===== src/rtl/ps2_led_ctrl_if.sv =====
// Byte-level link between ps2_led_ctrl (master) and the ps2_transmit / PS/2 receive path (slave).
// w_enable is a 1-cycle strobe issued only while tx_idle=1, data_out is valid with it and held
// until the next strobe; tx_finished and rx_done_tick are 1-cycle pulses with no back-pressure.
interface ps2_led_ctrl_if;
    logic       w_enable;
    logic [7:0] data_out;
    logic       tx_finished;
    logic       tx_idle;
    logic       rx_done_tick;
    logic [7:0] rx_data;

    modport master (
        output w_enable, data_out,
        input  tx_finished, tx_idle, rx_done_tick, rx_data
    );

    modport slave (
        input  w_enable, data_out,
        output tx_finished, tx_idle, rx_done_tick, rx_data
    );
endinterface


===== src/rtl/ps2_led_ctrl.sv =====
// PS/2 "Set LEDs" sequencer: sends 0xED then the LED byte, each ACKed with 0xFA, with resend/timeout retry.
// Optional macro PS2_RESET_CMD_EN prepends a 0xFF reset command and BAT (0xAA) wait after reset.
module ps2_led_ctrl #(
    parameter int ACK_TIMEOUT = 2_000_000,
    parameter int MAX_RETRY   = 3,
    parameter int BAT_TIMEOUT = 50_000_000
) (
    input  logic           clk,
    input  logic           reset,
    input  logic           led_req,
    input  logic [2:0]     led_val,
    output logic           busy,
    output logic           done,
    output logic           err,
    output logic [3:0]     state_dbg,
    ps2_led_ctrl_if.master ps2
);
    localparam int TMAX = (ACK_TIMEOUT > BAT_TIMEOUT) ? ACK_TIMEOUT : BAT_TIMEOUT;
    localparam int TW   = $clog2(TMAX + 1);
    localparam int RW   = $clog2(MAX_RETRY + 2);

    typedef enum logic [3:0] {
        IDLE          = 4'd0,
        CMD_TX        = 4'd1,
        CMD_WAIT_TX   = 4'd2,
        CMD_WAIT_ACK  = 4'd3,
        LED_TX        = 4'd4,
        LED_WAIT_TX   = 4'd5,
        LED_WAIT_ACK  = 4'd6
`ifdef PS2_RESET_CMD_EN
        ,
        INIT_TX       = 4'd7,
        INIT_WAIT_TX  = 4'd8,
        INIT_WAIT_ACK = 4'd9,
        INIT_WAIT_BAT = 4'd10
`endif
    } state_t;

`ifdef PS2_RESET_CMD_EN
    localparam state_t RESET_STATE = INIT_TX;
`else
    localparam state_t RESET_STATE = IDLE;
`endif

    state_t        state, state_n;
    logic [TW-1:0] timer;
    logic [RW-1:0] retry, retry_inc;
    logic          pending;
    logic [2:0]    pend_val, cur_val;
    logic          w_enable_q, w_enable_n;
    logic [7:0]    data_q, data_n;
    logic          done_q, done_n, err_q, err_n;
    logic          start, fire, acked, nacked, give_up;
    logic          rx_ack, rx_resend, ack_expired, retry_full;

    assign rx_ack      = ps2.rx_done_tick && (ps2.rx_data == 8'hFA);
    assign rx_resend   = ps2.rx_done_tick && (ps2.rx_data == 8'hFE);
    assign ack_expired = (timer == TW'(ACK_TIMEOUT - 1));
    assign retry_inc   = retry + RW'(1);
    assign retry_full  = (retry_inc > RW'(MAX_RETRY));

`ifdef PS2_RESET_CMD_EN
    logic rx_bat_ok, rx_bat_fail, bat_expired;
    assign rx_bat_ok   = ps2.rx_done_tick && (ps2.rx_data == 8'hAA);
    assign rx_bat_fail = ps2.rx_done_tick && (ps2.rx_data == 8'hFC);
    assign bat_expired = (timer == TW'(BAT_TIMEOUT - 1));
`endif

    always_ff @(posedge clk or negedge reset) begin
        if (!reset) begin
            state      <= RESET_STATE;
            timer      <= '0;
            retry      <= '0;
            pending    <= 1'b0;
            pend_val   <= 3'b000;
            cur_val    <= 3'b000;
            w_enable_q <= 1'b0;
            data_q     <= 8'h00;
            done_q     <= 1'b0;
            err_q      <= 1'b0;
        end else begin
            state      <= state_n;
            w_enable_q <= w_enable_n;
            data_q     <= data_n;
            done_q     <= done_n;
            err_q      <= err_n;
            // Timer restarts on every state change, so it reads 0 on entry to each wait state.
            if (state_n != state)
                timer <= '0;
            else if (timer != '1)
                timer <= timer + TW'(1);
            if (start || acked)
                retry <= '0;
            else if (nacked)
                retry <= retry_inc;
            if (start) begin
                pending <= 1'b0;
                cur_val <= led_req ? led_val : pend_val;
            end else if (led_req) begin
                pending  <= 1'b1;
                pend_val <= led_val;
            end
        end
    end

    always_comb begin
        state_n = state;
        start   = 1'b0;
        fire    = 1'b0;
        acked   = 1'b0;
        nacked  = 1'b0;
        give_up = 1'b0;
        case (state)
            IDLE: if (led_req || pending) begin
                start   = 1'b1;
                state_n = CMD_TX;
            end
            CMD_TX: if (ps2.tx_idle) begin
                fire    = 1'b1;
                state_n = CMD_WAIT_TX;
            end
            CMD_WAIT_TX: if (ps2.tx_finished) state_n = CMD_WAIT_ACK;
            CMD_WAIT_ACK: begin
                if (rx_ack) begin
                    acked   = 1'b1;
                    state_n = LED_TX;
                end else if (rx_resend || ack_expired) begin
                    nacked  = 1'b1;
                    give_up = retry_full;
                    state_n = retry_full ? IDLE : CMD_TX;
                end
            end
            LED_TX: if (ps2.tx_idle) begin
                fire    = 1'b1;
                state_n = LED_WAIT_TX;
            end
            LED_WAIT_TX: if (ps2.tx_finished) state_n = LED_WAIT_ACK;
            LED_WAIT_ACK: begin
                if (rx_ack) begin
                    acked   = 1'b1;
                    state_n = IDLE;
                end else if (rx_resend || ack_expired) begin
                    nacked  = 1'b1;
                    give_up = retry_full;
                    state_n = retry_full ? IDLE : LED_TX;
                end
            end
`ifdef PS2_RESET_CMD_EN
            INIT_TX: if (ps2.tx_idle) begin
                fire    = 1'b1;
                state_n = INIT_WAIT_TX;
            end
            INIT_WAIT_TX: if (ps2.tx_finished) state_n = INIT_WAIT_ACK;
            INIT_WAIT_ACK: begin
                if (rx_ack) begin
                    acked   = 1'b1;
                    state_n = INIT_WAIT_BAT;
                end else if (rx_resend || ack_expired) begin
                    nacked  = 1'b1;
                    give_up = retry_full;
                    state_n = retry_full ? IDLE : INIT_TX;
                end
            end
            INIT_WAIT_BAT: begin
                if (rx_bat_ok) begin
                    state_n = IDLE;
                end else if (rx_bat_fail || bat_expired) begin
                    give_up = 1'b1;
                    state_n = IDLE;
                end
            end
`endif
            default: state_n = IDLE;
        endcase
    end

    always_comb begin
        w_enable_n = fire;
        data_n     = data_q;
        if (fire) begin
            case (state)
                CMD_TX:  data_n = 8'hED;
                LED_TX:  data_n = {5'b00000, cur_val};
                default: data_n = 8'hFF;
            endcase
        end
        done_n = acked && (state == LED_WAIT_ACK);
        err_n  = give_up;
        busy   = !((state == IDLE) && !pending);
    end

    assign ps2.w_enable = w_enable_q;
    assign ps2.data_out = data_q;
    assign done         = done_q;
    assign err          = err_q;
    assign state_dbg    = state;
endmodule


===== src/flat_wrapper.sv =====
// flat-port wrapper written by rule: the top's interface ports become plain ports
module ps2_led_ctrl_flat 
#(
    parameter int ACK_TIMEOUT = 2_000_000,
    parameter int MAX_RETRY   = 3,
    parameter int BAT_TIMEOUT = 50_000_000
)
  (clk, reset, led_req, led_val, busy, done, err, state_dbg, ps2_w_enable, ps2_data_out, ps2_tx_finished, ps2_tx_idle, ps2_rx_done_tick, ps2_rx_data);
  ps2_led_ctrl_if ps2_i ();
  input  logic clk;
  input  logic reset;
  input  logic led_req;
  input  logic [2:0] led_val;
  output logic busy;
  output logic done;
  output logic err;
  output logic [3:0] state_dbg;
  output wire logic [$bits(ps2_i.w_enable)-1:0] ps2_w_enable;
  output wire logic [$bits(ps2_i.data_out)-1:0] ps2_data_out;
  input wire logic [$bits(ps2_i.tx_finished)-1:0] ps2_tx_finished;
  input wire logic [$bits(ps2_i.tx_idle)-1:0] ps2_tx_idle;
  input wire logic [$bits(ps2_i.rx_done_tick)-1:0] ps2_rx_done_tick;
  input wire logic [$bits(ps2_i.rx_data)-1:0] ps2_rx_data;
  assign ps2_w_enable = ps2_i.w_enable;
  assign ps2_data_out = ps2_i.data_out;
  assign ps2_i.tx_finished = ps2_tx_finished;
  assign ps2_i.tx_idle = ps2_tx_idle;
  assign ps2_i.rx_done_tick = ps2_rx_done_tick;
  assign ps2_i.rx_data = ps2_rx_data;
  ps2_led_ctrl #(.ACK_TIMEOUT(ACK_TIMEOUT), .MAX_RETRY(MAX_RETRY), .BAT_TIMEOUT(BAT_TIMEOUT)) u_core (.clk(clk), .reset(reset), .led_req(led_req), .led_val(led_val), .busy(busy), .done(done), .err(err), .state_dbg(state_dbg), .ps2(ps2_i));
endmodule

===== config.mk =====
export PLATFORM = sky130hd
export DESIGN_NAME = ps2_led_ctrl_flat
export DESIGN_NICKNAME = d
export VERILOG_FILES = /design/src/rtl/ps2_led_ctrl_if.sv /design/src/rtl/ps2_led_ctrl.sv /design/src/flat_wrapper.sv
export SDC_FILE = /design/constraint.sdc
export NUM_CORES = 1
export LEC_CHECK = 0
export CAP_MARGIN = 20
export CORE_ASPECT_RATIO = 0.7
export CORE_MARGIN = 8
export CORE_UTILIZATION = 45
export CTS_CLUSTER_SIZE = 40
export DETAILED_ROUTE_END_ITERATION = 12
export GPL_TIMING_DRIVEN = 0
export HOLD_SLACK_MARGIN = 0.05
export PLACE_DENSITY = 0.67
export SLEW_MARGIN = 10
export SYNTH_ARGS = -nofsm -noshare
export SYNTH_HDL_FRONTEND = slang
export SYNTH_SLANG_ARGS = --single-unit
export TNS_END_PERCENT = 10

===== constraint.sdc =====
create_clock -name clk -period 6.61 [get_ports clk]
set_clock_uncertainty 0.2 [all_clocks]
set_input_delay 0.9915 -clock clk [delete_from_list [all_inputs] [get_ports clk]]
set_output_delay 0.9915 -clock clk [all_outputs]
set_load 0.005 [all_outputs]

==> summary.md, run 1 <==
| Metric | Value |
|---|---|
| Outcome | `finished, final reports clean` |
| Aggregate negative setup slack | `0 ps` |
| CP bufs+invs | `2` |
| Total iterations of the first detailed-routing run | `4` |
| Clk_lat worst skew | `310 ps` |
| Routed length per placed instance | `about 16 um` |
| Top sig layer | `met4` |
| Number of synthesized register bits | `48` |
| Antenna diode count | `0` |
| Setup Crit Path Kind | `register to primary output` |
| Syn_area_per_cell | `9.70 um^2` |
| Length of routed met2 wiring | `approximately 2600 um` |
| Crit path arrival time | `1830 ps` |
| Critical Path Start | `u_core.state_dbg[2]` |
| Multi-input logic area | `0.00139 mm^2` |
| Total congestion overflow | `0` |
| Number of instances in the synthesized netlist | `282` |
| CTS clock-pin slew for the worst setup and hold paths | `100 ps` |
| Initial drt markers | `140` |
| Worst Hold Class | `register to register` |
| DR vias/cell | `roughly 5.7` |
| Least-Margin Pin Slew | `675 ps` |
| Max Fanout on Critical Path | `10` |
| Net count reported at finish | `341` |
| Global-route wire length before repair | `about 10,000 um` |
| Total core area | `approximately 0.0058 mm^2` |
| Share of the yosys chip area belonging to registers | `0.439` |
| Total power per unit cell area | `234 mW/mm^2` |
| Peak supply drop | `0.168 mV` |
| Pin count of the biggest net entering global routing | `29` |
| Share of the synthesized area in the top cell type | `0.439` |
| Drt total wl | `around 6300 um` |
| Total number of clock tree sinks | `between 40 and 50` |
| Proportion of total power due to net switching | `0.304` |
| Critical path's slowest cell | `sky130_fd_sc_hd__clkdlybuf4s50_1` |
| Number of setup violations in the final report | `0` |
| CTS H-tree depth | `2` |
| TritonCTS clock tree | `yes` |
| Largest stage delay, worst path | `approximately 460 ps` |
| Number of synthesized flops with an enable pin | `0` |
| Number of antenna violations at the first check in global routing | `0` |
| Count of non-filler cells in the finished layout | `397` |
| F_max | `about 330 MHz` |
| DRC viols | `0` |
| Leading post-synthesis cells by cell area | `sky130_fd_sc_hd__dfrtp_1 44%, sky130_fd_sc_hd__o21ai_0 4.2%, sky130_fd_sc_hd__a21oi_1 3.3%` |
| Number of routed nets with antenna violations | `0` |
| Hold Buf Count CTS | `0` |
| Overall global routing resource usage | `0.144` |
| Vias in the first global route | `1,987` |
| Number of buffers added by the clock tree synthesis step | `5` |
| Critical path launch point type | `register` |
| Post-synthesis async set-or-reset flop share | `1.00` |
| Clock Tree Root | `sky130_fd_sc_hd__clkbuf_8` |
| Worst slew margin | `0.550` |
| I/O pin count | `33` |
| Setup fix buffers added after clock tree synthesis | `0` |
| Vias after detailed routing | `about 2,200` |
| Fin. max-slew vios | `0` |
| Element type at the critical path end | `primary output` |
| Total internal power | `0.534 mW` |
| Net switching power | `0.233 mW` |
| Total of warnings raised by yosys | `0` |
| Max-capacitance violation count | `0` |
| Met1 layer wirelength in the final routing | `between 3000 and 4000 um` |
| Power Total | `0.767 mW` |
| Area grow syn2layout | `19.8%` |
| Die area | `just under 0.009 mm^2` |
| Synth area leader | `sky130_fd_sc_hd__dfrtp_1` |
| Part of the total power dissipated in the clock network | `0.290` |
| Port Buf Inserts | `31` |
| Tcrit/Tclk final | `0.457` |
| Max Buffers Root-to-Sink | `2` |
| Commonest non-fill, non-tap cells in the layout | `48 x sky130_fd_sc_hd__dfrtp_1, 30 x sky130_fd_sc_hd__clkdlybuf4s50_1, 23 x sky130_fd_sc_hd__o21ai_0, 22 x sky130_fd_sc_hd__nand2_1, 21 x sky130_fd_sc_hd__nor2_1` |
| Metal3 WL | `367 um` |
| Crit path required time | `5420 ps` |
| Mapped Area | `0.00274 mm^2` |
| Ratio of cells with drive above 1 in the final layout | `0.155` |
| Detailed Place HPWL | `about 4600 um` |
| Placed Cells | `389` |
| Sequential power share | `0.458` |
| Post-CTS sizing | `0` |
| Most frequent standard cell in the layout excluding fill and tap cells | `sky130_fd_sc_hd__dfrtp_1` |
| Initial Utilization | `0.471` |
| Hold Crit Start | `u_core.cur_val[2]` |
| Static Leak | `1.35 nW` |
| Setup repair after global routing missed its margin | `no` |
| Horiz. Die Dim | `109 um` |
| Row Count | `23` |
| Total count of hold-check failures in the final report | `0` |
| CP Cell Sequence | `buf_4, nor4_2, nand2b_1, clkdlybuf4s50_1` |
| Syn nets | `302` |
| Global placement routability congestion | `0.855` |
| Sequential cell area in the final layout | `0.00120 mm^2` |
| Minimum period implied by the final worst setup slack | `3020 ps` |
| Reg2reg start | `u_core.timer[12]` |
| Combinational power share | `0.252` |
| Flip-flop cell with the highest count after synthesis | `sky130_fd_sc_hd__dfrtp_1` |
| Fillers | `~550` |
| Die Y | `between 80 and 90 um` |
| Distinct cells, synth | `67` |
| Top delay family on crit path | `buffers and inverters` |
==> cell families after synthesis <==
group | after synthesis | synth area share
AO/OA/AOI/OAI | 70 | 0.167
XOR/XNOR | 8 | 0.0256
adder cells (fa/ha/maj) | 3 | 0.0137
buffers and inverters | 23 | 0.0526
flip-flops | 48 | 0.439
multiplexers | 10 | 0.0380
other | 1 | 0.00137
AND/OR/NAND/NOR | 119 | 0.263
==> synth_stat cells, types with 2 or more instances <==
| master | instances |
|---|---|
| sky130_fd_sc_hd__and2_1 | 3 |
| sky130_fd_sc_hd__nand4_1 | 5 |
| sky130_fd_sc_hd__nand3_1 | 7 |
| sky130_fd_sc_hd__and3_2 | 3 |
| sky130_fd_sc_hd__nand3_2 | 2 |
| sky130_fd_sc_hd__nand2_1 | 22 |
| sky130_fd_sc_hd__xor2_1 | 5 |
| sky130_fd_sc_hd__or3_1 | 10 |
| sky130_fd_sc_hd__and4_1 | 3 |
| sky130_fd_sc_hd__buf_4 | 7 |
| sky130_fd_sc_hd__inv_1 | 9 |
| sky130_fd_sc_hd__xnor2_1 | 3 |
| sky130_fd_sc_hd__o2bb2ai_1 | 2 |
| sky130_fd_sc_hd__ha_1 | 3 |
| sky130_fd_sc_hd__mux2i_1 | 7 |
| sky130_fd_sc_hd__o21ai_0 | 23 |
| sky130_fd_sc_hd__or4_2 | 2 |
| sky130_fd_sc_hd__nor4_1 | 2 |
| sky130_fd_sc_hd__clkbuf_1 | 2 |
| sky130_fd_sc_hd__a31oi_1 | 3 |
| sky130_fd_sc_hd__o31ai_1 | 5 |
| sky130_fd_sc_hd__nor2b_1 | 3 |
| sky130_fd_sc_hd__nor4b_1 | 3 |
| sky130_fd_sc_hd__a21oi_1 | 18 |
| sky130_fd_sc_hd__o211ai_1 | 2 |
| sky130_fd_sc_hd__a21boi_0 | 2 |
| sky130_fd_sc_hd__buf_6 | 4 |
| sky130_fd_sc_hd__nor3_1 | 7 |
| sky130_fd_sc_hd__nor2_1 | 21 |
| sky130_fd_sc_hd__and3_1 | 4 |
| sky130_fd_sc_hd__and2_2 | 2 |
| sky130_fd_sc_hd__or3_2 | 2 |
| sky130_fd_sc_hd__mux2_2 | 3 |
| sky130_fd_sc_hd__dfrtp_1 | 48 |
| sky130_fd_sc_hd__nand2b_1 | 3 |
==> worst register-to-register path, delay by kind of cell (launching register included) <==
| family | cells | cell delay, ps |
|---|---|---|
| simple gates | 2 | 820 |
| buf+inv | 2 | 330 |
| compound gates | 3 | 550 |
| flops | 1 | 420 |
==> state kept, by name, indices dropped and copies added (netlist names) <==
name                 flops
u_core.done              1
u_core.retry             3
u_core.ps2.w_enable      1
u_core.state_dbg         4
u_core.pend_val          3
u_core.pending           1
u_core.timer            26
u_core.err               1
u_core.ps2.data_out      5
u_core.cur_val           3
==> path summary, 6_finish.rpt <==
kind,endpoint,slack [ps],cells past startpoint
max in group asynchronous,u_core.timer[8],5160,2
max reg2reg,u_core.timer[3],4190,7
max,busy,3590,4
min in group asynchronous,u_core.timer[1],510,1
min reg2reg,u_core.cur_val[2],290,2
min,u_core.cur_val[2],290,2
==> power groups by stage <==
stage	combinational (mW)	sequential (mW)	clock, mW
after CTS	0.195	0.352	0.230
after floorplan	0.123	0.353	0
after global placement	0.192	0.357	0
after global routing	0.214	0.356	0.242
final	0.194	0.351	0.223
after detailed placement	0.194	0.358	0
==> metrics by stage <==
stage	cell area (um^2)	util	hold WS [ps]	worst slack, ps
6_report	3280	0.564	287	3590
5_1_grt	3280	0.564	321	3500
4_1_cts	3280	0.564	296	3570
3_5_place_dp	3160	0.544	272	3620
3_3_place_gp	3140	0.540	264	2900
2_1_floorplan	2740	-	249	4170
==> metal layers <==
| metal | GRT usage | vias up |
|---|---|---|
| met5 | 0 | - |
| met4 | 0.0483 | 0 |
| met3 | 0.0316 | 5 |
| met2 | 0.196 | 58 |
| met1 | 0.215 | 1064 |
| li1 | - | 1119 |
==> area by class of cell <==
cell class                 count  share of cell area
multi-input combinational    211               0.424
clock inverter                 3              0.0141
tap                           75              0.0286
sequential                    48               0.366
inverter                       9              0.0103
timing repair buffer          32               0.102
buffer                        14              0.0336
clock buffer                   5              0.0210
Power figures use the tool's default switching activity.
==> run 2: changes to the inputs <==
- PLACE_DENSITY: 0.67 -> 0.69
- clock period: 6.61 -> 2.54 ns (I/O delays scaled with it)
==> run 2 against run 1 <==
Final cell count is 0.25% higher. Core utilization is 0.22 points higher. Sequential power grew to 2.6 times the previous value. Largest cell class unchanged.
==> summary.md, run 2 (synthesis results as in run 1) <==
| Metric | Value |
|---|---|
| Outcome | `finished, final reports clean (unchanged)` |
| Max Fanout on Critical Path | `10 (unchanged)` |
| Routed length per placed instance | `15.7 um (was 15.8 um)` |
| Die area | `0.00887 mm^2 (unchanged)` |
| Port Buf Inserts | `31 (unchanged)` |
| Number of setup violations in the final report | `0 (unchanged)` |
| Sequential cell area in the final layout | `0.00120 mm^2 (unchanged)` |
| Total count of hold-check failures in the final report | `0 (unchanged)` |
| Net count reported at finish | `342 (was 341)` |
| Critical path's slowest cell | `sky130_fd_sc_hd__nor4b_1 (was sky130_fd_sc_hd__clkdlybuf4s50_1)` |
| Number of buffers added by the clock tree synthesis step | `5 (unchanged)` |
| Placed Cells | `389 (unchanged)` |
| Setup WS post-layout | `110 ps (was 3590 ps)` |
| Overall global routing resource usage | `0.148 (was 0.144)` |
| Worst Hold Class | `input pin to register (was register to register)` |
| Antenna diode count | `0 (unchanged)` |
| Minimum period implied by the final worst setup slack | `2430 ps` |
| Setup slack at placement | `172 ps (was 3620 ps)` |
| CP Cell Sequence | `nor4b_1, nand4_1, o211ai_1, a2bb2o_2, buf_4, buf_6, nor2_1 (was buf_4, nor4_2, nand2b_1, clkdlybuf4s50_1)` |
| F_max | `between 400 and 500 MHz` |
| Peak supply drop | `0.345 mV (was 0.168 mV)` |
| Top reg by flops | `u_core.timer (unchanged)` |
| Vias in the first global route | `2,096 (was 1,987)` |
| Crit path arrival time | `2430 ps (was 1830 ps)` |
| Largest stage delay, worst path | `510 ps (was 460 ps)` |
| Core utilization of the finished layout | `0.566 (was 0.564)` |
| TritonCTS clock tree | `yes (unchanged)` |
| Total number of clock tree sinks | `48 (unchanged)` |
| Fin. max-slew vios | `0 (unchanged)` |
| Multi-input logic area | `0.00140 mm^2 (was 0.00139 mm^2)` |
| Static Leak | `1.35 nW (about the same)` |
| Die Y | `81.2 um (unchanged)` |
| Horiz. Die Dim | `109 um (unchanged)` |
| Tcrit/Tclk final | `0.957` |
| Flip-flop count of the largest register after layout | `26 (unchanged)` |
| Number of antenna violations at the first check in global routing | `0 (unchanged)` |
| Most frequent standard cell in the layout excluding fill and tap cells | `sky130_fd_sc_hd__dfrtp_1 (unchanged)` |
| Count of non-filler cells in the finished layout | `398 (was 397)` |
| Number of routed nets with antenna violations | `0 (unchanged)` |
| Initial Utilization | `0.471 (unchanged)` |
| Vias after detailed routing | `2,272 (was 2,246)` |
| Area grow syn2layout | `20.3% (was 19.8%)` |
| Fillers | `519 (was 547)` |
| Worst slew margin | `0.608 (was 0.550)` |
| Max Buffers Root-to-Sink | `2 (unchanged)` |
| Clock Tree Root | `sky130_fd_sc_hd__clkbuf_8 (unchanged)` |
| Top delay family on crit path | `simple AND/OR/NAND/NOR gates (was buffers and inverters)` |
| CTS clock-pin slew for the worst setup and hold paths | `90 ps (was 100 ps)` |
| Global-route wire length before repair | `10,500 um (was 10,100 um)` |
| Element type at the critical path end | `register (was primary output)` |
| Clk_lat worst skew | `300 ps (was 310 ps)` |
| Max-capacitance violation count | `0 (unchanged)` |
| Total power per unit cell area | `607 mW/mm^2 (was 234 mW/mm^2)` |
| Row Count | `23 (unchanged)` |
| Least-Margin Pin Slew | `584 ps (was 675 ps)` |
| DRC viols | `0 (unchanged)` |
| Ratio of cells with drive above 1 in the final layout | `0.155 (about the same)` |
| Commonest non-fill, non-tap cells in the layout | `48 x sky130_fd_sc_hd__dfrtp_1, 30 x sky130_fd_sc_hd__clkdlybuf4s50_1, 23 x sky130_fd_sc_hd__o21ai_0, 22 x sky130_fd_sc_hd__nand2_1, 21 x sky130_fd_sc_hd__nor2_1 (unchanged)` |
| Initial drt markers | `119 (was 140)` |
| Design area | `0.00329 mm^2 (was 0.00328 mm^2)` |
| Total core area | `0.00581 mm^2 (unchanged)` |
| Global placement routability congestion | `0.851 (was 0.855)` |
| CP bufs+invs | `2 (unchanged)` |
| Crit path required time | `2540 ps (was 5420 ps)` |
| Total congestion overflow | `0 (unchanged)` |
| Pin count of the biggest net entering global routing | `29 (unchanged)` |
| Critical path launch point type | `register (unchanged)` |
| I/O pin count | `33 (unchanged)` |
| Drt total wl | `6260 um (was 6270 um)` |
| Total iterations of the first detailed-routing run | `4 (unchanged)` |
| Detailed Place HPWL | `4680 um (was 4640 um)` |
| Placement Cell Area | `0.00316 mm^2 (about the same)` |
| Setup fix buffers added after clock tree synthesis | `0 (unchanged)` |
| CTS H-tree depth | `2 (unchanged)` |
| Setup Crit Path Kind | `register to register (was register to primary output)` |
| DR vias/cell | `5.71 (was 5.66)` |
## run 2: final cells by class
| cell class | instances | area share |
|---|---|---|
| Tap cell | 75 | 0.0285 |
| Clock buffer | 5 | 0.0209 |
| Multi-Input combinational cell | 211 | 0.425 |
| Sequential cell | 48 | 0.365 |
| Timing Repair Buffer | 33 | 0.102 |
| Inverter | 9 | 0.0103 |
| Buffer | 14 | 0.0335 |
| Clock inverter | 3 | 0.0144 |
## run 2: final timing paths
check	start	end	slack (ps)	cells after the start
max in group asynchronous	reset	u_core.state_dbg[2]	1260	3
min reg2reg	u_core.cur_val[2]	u_core.cur_val[2]	290	2
min	led_req	u_core.pending	280	3
max reg2reg	u_core.timer[13]	u_core.timer[12]	110	7
min in group asynchronous	reset	u_core.timer[15]	370	2
max	u_core.timer[13]	u_core.timer[12]	110	7
## run 2: tightest hold or removal path, cell delays in order
cell and delay [ps]:
sky130_fd_sc_hd__clkbuf_1 180, sky130_fd_sc_hd__nor2_1 130, sky130_fd_sc_hd__nor2_1 60
## run 2: power breakdown
part,switching [mW],internal (mW),total (mW),leakage (nW)
sequential,0.0747,0.848,0.923,0.635
clock,0.272,0.297,0.569,0.0583
combinational,0.256,0.248,0.505,0.661
total,0.604,1.39,2.00,1.35
## run 2: routing by layer
layer,vias to the layer above,share of wire,track usage
met1,1108,0.50,0.214
met5,-,0,0
met2,39,0.45,0.214
met3,5,0.048,0.0340
met4,0,0.0094,0.0497
li1,1120,-,-
## run 2: what timing repair did
item / in CTS / in global routing
endpoints found under the setup margin: 0 / 1
hold buffers: 1 / 0
gates resized for setup: 0 / 1
endpoints found under the hold margin: 20 / 0
## run 2: stage by stage
step / power (mW) / hold slack, ps / setup TNS [ps]
floorplan: 1.24 / -115 / 0
global placement: 1.42 / 263 / -26980
detailed placement: 1.44 / 175 / 0
CTS: 2.01 / 281 / 0
global route: 2.12 / 303 / -2.54
finish: 2.00 / 281 / 0
